**src/rtl/bcd_display_pkg.sv**
```systemverilog
// Shared encodings for the BCD display scanner: FSM states, segment glyphs
// ({g,f,e,d,c,b,a}, active-high) and digit-enable patterns.
package bcd_display_pkg;

   localparam logic [1:0] IDLE  = 2'd0;
   localparam logic [1:0] SHOW  = 2'd1;
   localparam logic [1:0] ERROR = 2'd2;

   localparam logic [6:0] SEG_0     = 7'h3F;
   localparam logic [6:0] SEG_1     = 7'h06;
   localparam logic [6:0] SEG_2     = 7'h5B;
   localparam logic [6:0] SEG_3     = 7'h4F;
   localparam logic [6:0] SEG_4     = 7'h66;
   localparam logic [6:0] SEG_5     = 7'h6D;
   localparam logic [6:0] SEG_6     = 7'h7D;
   localparam logic [6:0] SEG_7     = 7'h07;
   localparam logic [6:0] SEG_8     = 7'h7F;
   localparam logic [6:0] SEG_9     = 7'h6F;
   localparam logic [6:0] SEG_E     = 7'h79;
   localparam logic [6:0] SEG_DASH  = 7'h40;
   localparam logic [6:0] SEG_BLANK = 7'h00;

   localparam logic [1:0] AN_TENS  = 2'b10;
   localparam logic [1:0] AN_UNITS = 2'b01;
   localparam logic [1:0] AN_OFF   = 2'b00;

   // Units glyph in error mode names the offending operand; both bad shows 'E'.
   function automatic logic [6:0] err_glyph(input logic [1:0] validation);
      logic [6:0] glyph;
      case (validation)
         2'b01:   glyph = SEG_1;
         2'b10:   glyph = SEG_2;
         default: glyph = SEG_E;
      endcase
      return glyph;
   endfunction

endpackage

```
**src/rtl/bcd_to_seg7.sv**
```systemverilog
// Combinational BCD digit to 7-segment decoder; non-decimal nibbles show a dash.
module bcd_to_seg7
   import bcd_display_pkg::*;
(
   input  logic [3:0] bcd,
   output logic [6:0] seg
);

   always_comb begin
      seg = SEG_DASH;
      case (bcd)
         4'd0:    seg = SEG_0;
         4'd1:    seg = SEG_1;
         4'd2:    seg = SEG_2;
         4'd3:    seg = SEG_3;
         4'd4:    seg = SEG_4;
         4'd5:    seg = SEG_5;
         4'd6:    seg = SEG_6;
         4'd7:    seg = SEG_7;
         4'd8:    seg = SEG_8;
         4'd9:    seg = SEG_9;
         default: seg = SEG_DASH;
      endcase
   end

endmodule

```
**src/rtl/bcd_display_scanner.sv**
```systemverilog
// Captures a 2-digit BCD product plus validation flags and scans it onto a
// multiplexed 2-digit 7-segment display, blinking an error code on bad input.
module bcd_display_scanner
   import bcd_display_pkg::*;
#(
   parameter int unsigned CLK_DIV   = 50000,
   parameter int unsigned BLINK_DIV = 64,
   parameter bit          BLANK_LZ  = 1'b1
) (
   input  logic       clk,
   input  logic       rst,
   input  logic       load,
   input  logic [7:0] res_in,
   input  logic [1:0] validation_in,
   output logic [6:0] seg,
   output logic [1:0] an,
   output logic       err,
   output logic       ready
);

   localparam int unsigned CW = (CLK_DIV > 1) ? $clog2(CLK_DIV) : 1;
   localparam int unsigned BW = $clog2(BLINK_DIV) + 1;
   localparam logic [CW-1:0] CNT_MAX   = CW'(CLK_DIV - 1);
   localparam logic [BW-1:0] BLINK_MAX = BW'(BLINK_DIV - 1);

   logic [1:0]    state_q, state_d;
   logic [7:0]    res_q, res_d;
   logic [1:0]    val_q, val_d;
   logic [CW-1:0] cnt_q, cnt_d;
   logic          tens_q, tens_d;
   logic [BW-1:0] bcnt_q, bcnt_d;
   logic          phase_q, phase_d;
   logic          ready_q, ready_d;
   logic [6:0]    seg_q, seg_d;
   logic [1:0]    an_q, an_d;
   logic          err_q, err_d;

   logic [3:0]    nib;
   logic [6:0]    dec_seg;
   logic          wrap;

   assign wrap = (cnt_q == CNT_MAX);

   // Load wins over a coincident scan wrap: counters restart, no digit toggle.
   always_comb begin
      state_d = state_q;
      res_d   = res_q;
      val_d   = val_q;
      cnt_d   = cnt_q;
      tens_d  = tens_q;
      bcnt_d  = bcnt_q;
      phase_d = phase_q;
      ready_d = ready_q;
      if (load) begin
         res_d   = res_in;
         val_d   = validation_in;
         state_d = (validation_in == 2'b00) ? SHOW : ERROR;
         cnt_d   = '0;
         tens_d  = 1'b1;
         bcnt_d  = '0;
         phase_d = 1'b1;
         ready_d = 1'b1;
      end else if (state_q != IDLE) begin
         if (wrap) begin
            cnt_d  = '0;
            tens_d = ~tens_q;
            if (bcnt_q == BLINK_MAX) begin
               bcnt_d  = '0;
               phase_d = ~phase_q;
            end else begin
               bcnt_d = bcnt_q + 1'b1;
            end
         end else begin
            cnt_d = cnt_q + 1'b1;
         end
      end
   end

   assign nib = tens_d ? res_d[7:4] : res_d[3:0];

   bcd_to_seg7 u_dec (
      .bcd (nib),
      .seg (dec_seg)
   );

   // Outputs are decoded from next-state values so a capture shows one cycle later.
   always_comb begin
      seg_d = SEG_BLANK;
      an_d  = AN_OFF;
      err_d = (state_d == ERROR);
      case (state_d)
         SHOW: begin
            if (!(tens_d && BLANK_LZ && (res_d[7:4] == 4'd0))) begin
               seg_d = dec_seg;
               an_d  = tens_d ? AN_TENS : AN_UNITS;
            end
         end
         ERROR: begin
            if (phase_d) begin
               seg_d = tens_d ? SEG_E : err_glyph(val_d);
               an_d  = tens_d ? AN_TENS : AN_UNITS;
            end
         end
         default: begin
            seg_d = SEG_BLANK;
            an_d  = AN_OFF;
         end
      endcase
   end

   always_ff @(posedge clk or posedge rst) begin
      if (rst) begin
         state_q <= IDLE;
         res_q   <= '0;
         val_q   <= '0;
         cnt_q   <= '0;
         tens_q  <= 1'b1;
         bcnt_q  <= '0;
         phase_q <= 1'b1;
         ready_q <= 1'b0;
         seg_q   <= SEG_BLANK;
         an_q    <= AN_OFF;
         err_q   <= 1'b0;
      end else begin
         state_q <= state_d;
         res_q   <= res_d;
         val_q   <= val_d;
         cnt_q   <= cnt_d;
         tens_q  <= tens_d;
         bcnt_q  <= bcnt_d;
         phase_q <= phase_d;
         ready_q <= ready_d;
         seg_q   <= seg_d;
         an_q    <= an_d;
         err_q   <= err_d;
      end
   end

   assign seg   = seg_q;
   assign an    = an_q;
   assign err   = err_q;
   assign ready = ready_q;

endmodule

```
**config.mk**
```make
export PLATFORM = sky130hd
export DESIGN_NAME = bcd_display_scanner
export DESIGN_NICKNAME = d
export VERILOG_FILES = /design/src/rtl/bcd_display_pkg.sv /design/src/rtl/bcd_to_seg7.sv /design/src/rtl/bcd_display_scanner.sv
export SDC_FILE = /design/constraint.sdc
export NUM_CORES = 1
export LEC_CHECK = 0
export ABC_AREA = 1
export ABC_CLOCK_PERIOD_IN_PS = 3250
export CAP_MARGIN = 10
export CORE_MARGIN = 2
export CORE_UTILIZATION = 48
export DETAILED_ROUTE_END_ITERATION = 12
export GPL_TIMING_DRIVEN = 0
export MAX_ROUTING_LAYER = met4
export PLACE_DENSITY_LB_ADDON = 0.08
export SETUP_SLACK_MARGIN = 0.15
export SLEW_MARGIN = 0
export SYNTH_ARGS = -nofsm -noshare
export SYNTH_HDL_FRONTEND = slang
export SYNTH_SLANG_ARGS = --single-unit
export TNS_END_PERCENT = 1
```
**constraint.sdc**
```tcl
create_clock -name clk -period 3.25 [get_ports clk]
set_input_delay 0.325 -clock clk [delete_from_list [all_inputs] [get_ports clk]]
set_output_delay 0.325 -clock clk [all_outputs]
set_load 0.005 [all_outputs]
```
==> run_results.csv, run 1 <==
group,metric,value,unit
routing,routed_wl,4.97,mm
placed_design,io_buffers,23,
routing,wl_per_cell,12.5,µm
sta,drv_slew,0,
sta,min_period,2.49,ns
global_route,grt.total_usage,19.2,%
synthesis,ys_seq_area_share,46.4,%
setup_path,r2r-end,"seg[3]",
clock_tree,ctsResizeCount,0,
setup_path,r2r_cells,15,
clock_tree,cts_tree,"done",
outcome,status,"complete, no violations",
finish,area_delta_synth_final,16.2,%
global_route,grt_pass1_wl,8.94,mm
placed_design,place_hpwl,3.85,mm
floorplanning,ios,24,
routing,detail-route-antenna-nets,0,
sta,finClkSkew,0.00620,ns
synthesis,synth_edf_count,0,
setup_path,path_class,"in -> reg",
setup_path,worst_ep_required_time,3.43,ns
routing,dr_total_vias,2003,
sta,rsz0062_at_grt,"false",
setup_path,crit-reg2reg-launch,"cnt_q[0]",
placed_design,dp_slack,0.416,ns
clock_tree,numCtsBuffers,5,
finish,diodes,0,
synthesis,netlist_area,2590,µm²
synthesis,synth_flop_cell,"dfrtp_1",
synthesis,syn_inst,297,
sta,finalHoldViolCount,0,
floorplanning,die_h,77.5,µm
setup_path,r2r_slack,0.81,ns
setup_path,end_kind,"flop",
power,p_per_area,394,nW/µm²
setup_path,worstSetupStartpointType,"input pin",
clock_tree,clock-sinks,48,
floorplanning,die_area,6000,µm²
floorplanning,row_count,26,
clock_tree,holdBufCountCts,0,
global_route,grt_pass1_vias,2081,
clock_tree,clk_path_buf_depth,2,
global_route,grt-ovfl-total,0,
synthesis,yosys_warnings,0,
min_path,hold_path_class,"in -> async",
setup_path,crit_fanout,10,
synthesis,synth_nets,321,
routing,drc,0,
power,peakVddDrop,0.000252,V
sta,setup_viol,0,
floorplanning,start_util,50.1,%
clock_tree,clock_latency,0.30,ns
sta,timing.fmax,402,MHz
global_route,grt_antenna_before_repair,0,
placed_design,gp_congestion,0.795,
sta,fin_tns_setup,0,ns
global_route,grt_max_degree,34,
sta,max-slew-margin-rel,60.5,%
clock_tree,htreeDepth,2,
synthesis,postSynth.asyncResetShare,100,%
clock_tree,path_clk_slew,0.09,ns
finish,layout-drive-gt1-share,14.3,%
clock_tree,root_buffer,"clkbuf_8",
floorplanning,die_x,77.5,µm
routing,routed_via_density,5.02,
power,power.leakage,1.40,nW
job,drv_cap,0,
clock_tree,post_cts_buffers,0,
setup_path,critPathArrivalTime,2.66,ns
routing,drt_first_pass_iters,4,
finish,nNetsFinal,352,
sta,fin_crit_sh,76.5,%
sta,tightest_slew,0.590,ns
floorplanning,core_area,5170,µm²
finish,layout_common_cells,"nand2_1 (46), dfrtp_1 (46), inv_1 (34)",
synthesis,syn_avg_cell_area,8.73,µm²
synthesis,ys_ff_latch,48,
synthesis,synth_cell_types,41,
sta,setup_slack,0.764,ns
routing,drtIter0Drc,87,
-- logic make-up (layout without fill, tap and decap cells) --
kind of cell / Yosys count / count (layout) / synth area share (%)
XOR/XNOR: 6 / 6 / 2.03
buffers and inverters: 46 / 78 / 6.76
flip-flops: 48 / 48 / 46.4
AND/OR/NAND/NOR: 141 / 141 / 29.4
AO/OA/AOI/OAI: 45 / 45 / 10.0
adder cells (fa/ha/maj): 11 / 11 / 5.31
-- final cells by class --
cell class | count | area [µm²]
Inverter | 42 | 159
Clock buffer | 7 | 76.3
Sequential cell | 48 | 1200
Buffer | 4 | 16.3
Tap cell | 70 | 87.6
Multi-Input combinational cell | 203 | 1210
Timing Repair Buffer | 24 | 250
Clock inverter | 1 | 5.00
Fill cell | 462 | 2160
-- where the power goes --
part           switching [mW]  internal (mW)  total [mW]
logic                   0.111         0.0865       0.198
clock network           0.188          0.151       0.339
registers              0.0160          0.634       0.650
total                   0.315          0.872        1.19
-- metal layers --
metal  global-route usage (%)  part of all wire [%]  up-vias
met4                     6.96                   1.8        0
met3                     3.49                   2.4        8
li1                         -                     -     1025
met1                     21.5                    45      950
met2                     34.3                    50       20
met5                        -                     0        -
-- Yosys cell counts, drive strengths merged, types with 3 or more instances --
| cell type | number | area share, % |
|---|---|---|
| a21oi | 17 | 3.3 |
| buf | 3 | 0.48 |
| dfrtp | 46 | 44 |
| ha | 11 | 5.3 |
| inv | 40 | 5.8 |
| nand2 | 56 | 10 |
| nand3 | 26 | 6.6 |
| nand4 | 4 | 1.4 |
| nor2 | 32 | 6.1 |
| nor3 | 11 | 2.1 |
| o21ai | 19 | 4.1 |
| or2 | 9 | 2.2 |
| xor2 | 4 | 1.4 |
-- worst max-delay path: stages --
cell	delay, ns
clkdlybuf4s50_1	0.54
inv_2	0.21
buf_1	0.41
nor2_1	0.07
inv_1	0.08
nor2_1	0.05
a21oi_1	0.17
inv_1	0.08
ha_1	0.25
o21ai_1	0.16
nand2_2	0.13
nand3_1	0.11
a21oi_1	0.06
-- metrics by stage --
step | total power [mW] | util (%) | std cells | instance area [µm²] | hold slack, ns
after floorplan | 0.780 | - | 297 | 2590 | 0.438
after global placement | 0.856 | 56.3 | 390 | 2910 | 0.453
after detailed placement | 0.863 | 56.7 | 391 | 2930 | 0.456
after CTS | 1.20 | 58.2 | 399 | 3010 | 0.319
after global routing | 1.26 | 58.2 | 399 | 3010 | 0.334
final | 1.19 | 58.2 | 399 | 3010 | 0.316
-- flip-flops by register name, indices dropped and copies added, names as in the netlist --
name and flops:
cnt_q 16, res_q 8, bcnt_q 7, seg 7, an 2, state_q 2
val_q 2, err 1, phase_q 1, ready 1, tens_q 1
-- worst max-delay path by stage --
stage / startpoint / end / slack, ns / cells past startpoint
2_1_floorplan: cnt_q[0] / seg[3] / 1.10 / 15
3_3_place_gp: load / an[1] / 0.41 / 12
3_5_place_dp: load / seg[5] / 0.42 / 13
4_1_cts: load / seg[5] / 0.72 / 13
5_1_grt: load / seg[5] / 0.42 / 13
6_report: load / seg[5] / 0.76 / 13
Note: power is estimated with default switching activity, not from simulation.
==> inputs of run 2 (changes only) <==
--- a/config.mk
+++ b/config.mk
@@ -6,7 +6,7 @@
 export NUM_CORES = 1
 export LEC_CHECK = 0
 export ABC_AREA = 1
-export ABC_CLOCK_PERIOD_IN_PS = 3250
+export ABC_CLOCK_PERIOD_IN_PS = 2200
 export CAP_MARGIN = 10
 export CORE_MARGIN = 2
 export CORE_UTILIZATION = 48
==> constraint.sdc (replaced) <==
create_clock -name clk -period 2.2 [get_ports clk]
set_input_delay 0.22 -clock clk [delete_from_list [all_inputs] [get_ports clk]]
set_output_delay 0.22 -clock clk [all_outputs]
set_load 0.005 [all_outputs]
==> run 2 against run 1 <==
  * Clock-buffer cell count shrank 1
  * Hold slack lost 0.092 ns
  * Non-clock buffer count grew 16
  * Total power grew 56%
  * Utilization grew 5.4 points
  * Critical endpoint is now seg[2]
  * Wire length grew 3.6%
  * Cell area grew 9.3%
  * Die area is the same
  * Clock power grew 61%
  * First-iteration DRC count shrank 6.9%
  * Critical path type is now reg -> reg
==> run_results.csv, run 2 (synthesized netlist as in run 1, its figures left out) <==
group,metric,value,unit
setup_path,crit-reg2reg-launch,"cnt_q[5]",
sta,min_period,2.12,ns
routing,routed_wl,5.15,mm
placed_design,place_hpwl,3.67,mm
global_route,grt_pass1_wl,9.05,mm
finish,layout_common_cells,"dfrtp_1 (44), nand2_1 (43), inv_1 (32)",
setup_path,worstPathCellList,"nor2_1, nand3_2, nor2_8, nand3_4, nand2_4, nand3_4, inv_4, nand2_4, nand2_4, inv_4, buf_4, ha_2, nand3_1, nand3_1, a21oi_1",
routing,drc,0,
power,p_per_area,564,nW/µm²
setup_path,critPathArrivalTime,2.35,ns
finish,multi_input_area,1350,µm²
routing,dr_total_vias,2057,
setup_path,worst_ep_required_time,2.43,ns
finish,regMostFlops,"cnt_q",
finish,area_delta_synth_final,26.9,%
power,seqPwrFrac,51.7,%
floorplanning,ios,24,
placed_design,gp_congestion,0.788,
global_route,grt_max_degree,32,
routing,drt_first_pass_iters,4,
finish,reg.largest.list,"cnt_q: 16 flops, res_q: 8 flops",
finish,layout_commonest_cell,"dfrtp_1",
clock_tree,numCtsBuffers,5,
setup_path,path_class,"reg -> reg",
power,power.leakage,1.52,nW
floorplanning,die_x,77.5,µm
finish,seq_area,1210,µm²
setup_path,cpMostUsedCell,"nand2_4",
power,pwr-share-comb,18.9,%
global_route,grt-ovfl-total,0,
setup_path,end_kind,"flop",
clock_tree,clock-sinks,48,
sta,max-slew-margin-rel,60.9,%
global_route,grt_pass1_vias,2027,
sta,drv_slew,0,
min_path,hold_path_class,"in -> async",
floorplanning,die_h,77.5,µm
finish,nNetsFinal,368,
floorplanning,row_count,26,
sta,finClkSkew,0.00471,ns
placed_design,io_buffers,23,
routing,wl_per_cell,12.4,µm
sta,timing.fmax,471,MHz
sta,finalHoldViolCount,0,
setup_path,r2r_slack,0.08,ns
setup_path,path_buf_inv,3,
power,p_sw,0.510,mW
job,drv_cap,0,
clock_tree,root_buffer,"clkbuf_8",
setup_path,setup.worst_path.start,"cnt_q[5]",
clock_tree,clk_path_buf_depth,2,
finish,fillers,440,
power,clkPwrFrac,29.3,%
sta,rsz0062_at_grt,"true",
finish,finish.utilization,63.6,%
clock_tree,htreeDepth,2,
sta,whs,0.224,ns
routing,routed_via_density,4.96,
global_route,grt.total_usage,19.7,%
sta,fin_crit_sh,96.5,%
sta,tightest_slew,0.581,ns
setup_path,worst_path_max_delay_cell,"dfrtp_1",
setup_path,worstSetupStartpointType,"flop",
setup_path,crit_end,"seg[2]",
setup_path,cp_top_family,"simple AND/OR/NAND/NOR gates",
power,p_int,1.35,mW
outcome,status,"complete, no violations",
setup_path,crit_fanout,5,
finish,diodes,0,
routing,detail-route-antenna-nets,0,
clock_tree,cts_tree,"done",
finish,layout-drive-gt1-share,27.5,%
setup_path,r2r-end,"seg[2]",
setup_path,r2r_cells,15,
global_route,grt_antenna_before_repair,0,
routing,drtIter0Drc,81,
floorplanning,core_area,5170,µm²
sta,setup_viol,0,
power,p_sw_share,27.5,%
clock_tree,path_clk_slew,0.09,ns
finish,largest_reg_flops,16,
power,peakVddDrop,0.000426,V
floorplanning,start_util,50.1,%
clock_tree,clock_latency,0.30,ns
setup_path,critPathMaxStageDelay,0.43,ns
floorplanning,die_area,6000,µm²
setup_path,worstSetupPathDepth,15,
## run 2: cell types whose count changed in the layout (fill, tap and decap cells not counted), moves of 4 or more
cell / previous run / this run
nand2_4: 6 / 10
nor2_2: 3 / 7
buf_4: 0 / 16
ha_1: 11 / 6
nand3_2: 3 / 8
nor2_1: 26 / 22
nand3_1: 21 / 14
## run 2: layout make-up
| cell class | instances | area share, % |
|---|---|---|
| flip-flops and latches | 48 | 36.7 |
| well taps | 70 | 2.66 |
| repair buffers | 40 | 11.1 |
| clock inverters | 2 | 0.304 |
| inverters | 42 | 5.06 |
| clock buffers | 6 | 2.51 |
| plain buffers | 4 | 0.570 |
| multi-input cells | 203 | 41.1 |
## run 2: worst register-to-register path: cells and delay by family, from the launching register on
| family | cells | cell delay [ns] |
|---|---|---|
| AO/OA/AOI/OAI | 1 | 0.14 |
| adder cells (fa/ha/maj) | 1 | 0.16 |
| buffers and inverters | 3 | 0.26 |
| flip-flops | 1 | 0.43 |
| AND/OR/NAND/NOR | 10 | 1.07 |
## run 2: worst min-delay path by stage
stage / to / slack, ns
after floorplan: val_q[0] / 0.36
after global placement: ready / 0.45
after detailed placement: ready / 0.46
after CTS: bcnt_q[5] / 0.24
after global routing: bcnt_q[4] / 0.25
final: bcnt_q[2] / 0.22
## run 2: layer usage
layer | global-route usage, % | wire length, µm
met4 | 6.96 | 92
met1 | 23.8 | 2360
met5 | - | 0
met2 | 32.9 | 2560
met3 | 3.84 | 129
## run 2: power by group through the flow
| stage | sequential (mW) | combinational [mW] | clock [mW] |
|---|---|---|---|
| final | 0.960 | 0.352 | 0.545 |
| after CTS | 0.960 | 0.325 | 0.561 |
| after floorplan | 0.977 | 0.179 | 0 |
| after global routing | 0.967 | 0.399 | 0.598 |
| after detailed placement | 0.976 | 0.304 | 0 |
| after global placement | 0.977 | 0.293 | 0 |
## run 2: metrics by stage
stage	instance area (µm²)	power, mW	std cells	setup slack (ns)	setup TNS (ns)
floorplan	2620	1.16	297	0.141	0
global placement	2930	1.27	390	-0.615	-11.53
global route	3290	1.96	415	-0.0360	-0.120
detailed placement	2950	1.28	391	-0.571	-4.97
finish	3290	1.86	415	0.0777	0
CTS	3150	1.85	407	0.0806	0
## run 2: timing repair
item | in CTS | in global routing
pin swaps | 8 | 20
endpoints found under the setup margin | 9 | 18
setup buffers | 8 | 8
gates resized for setup | 10 | 28
hold buffers | 0 | 0
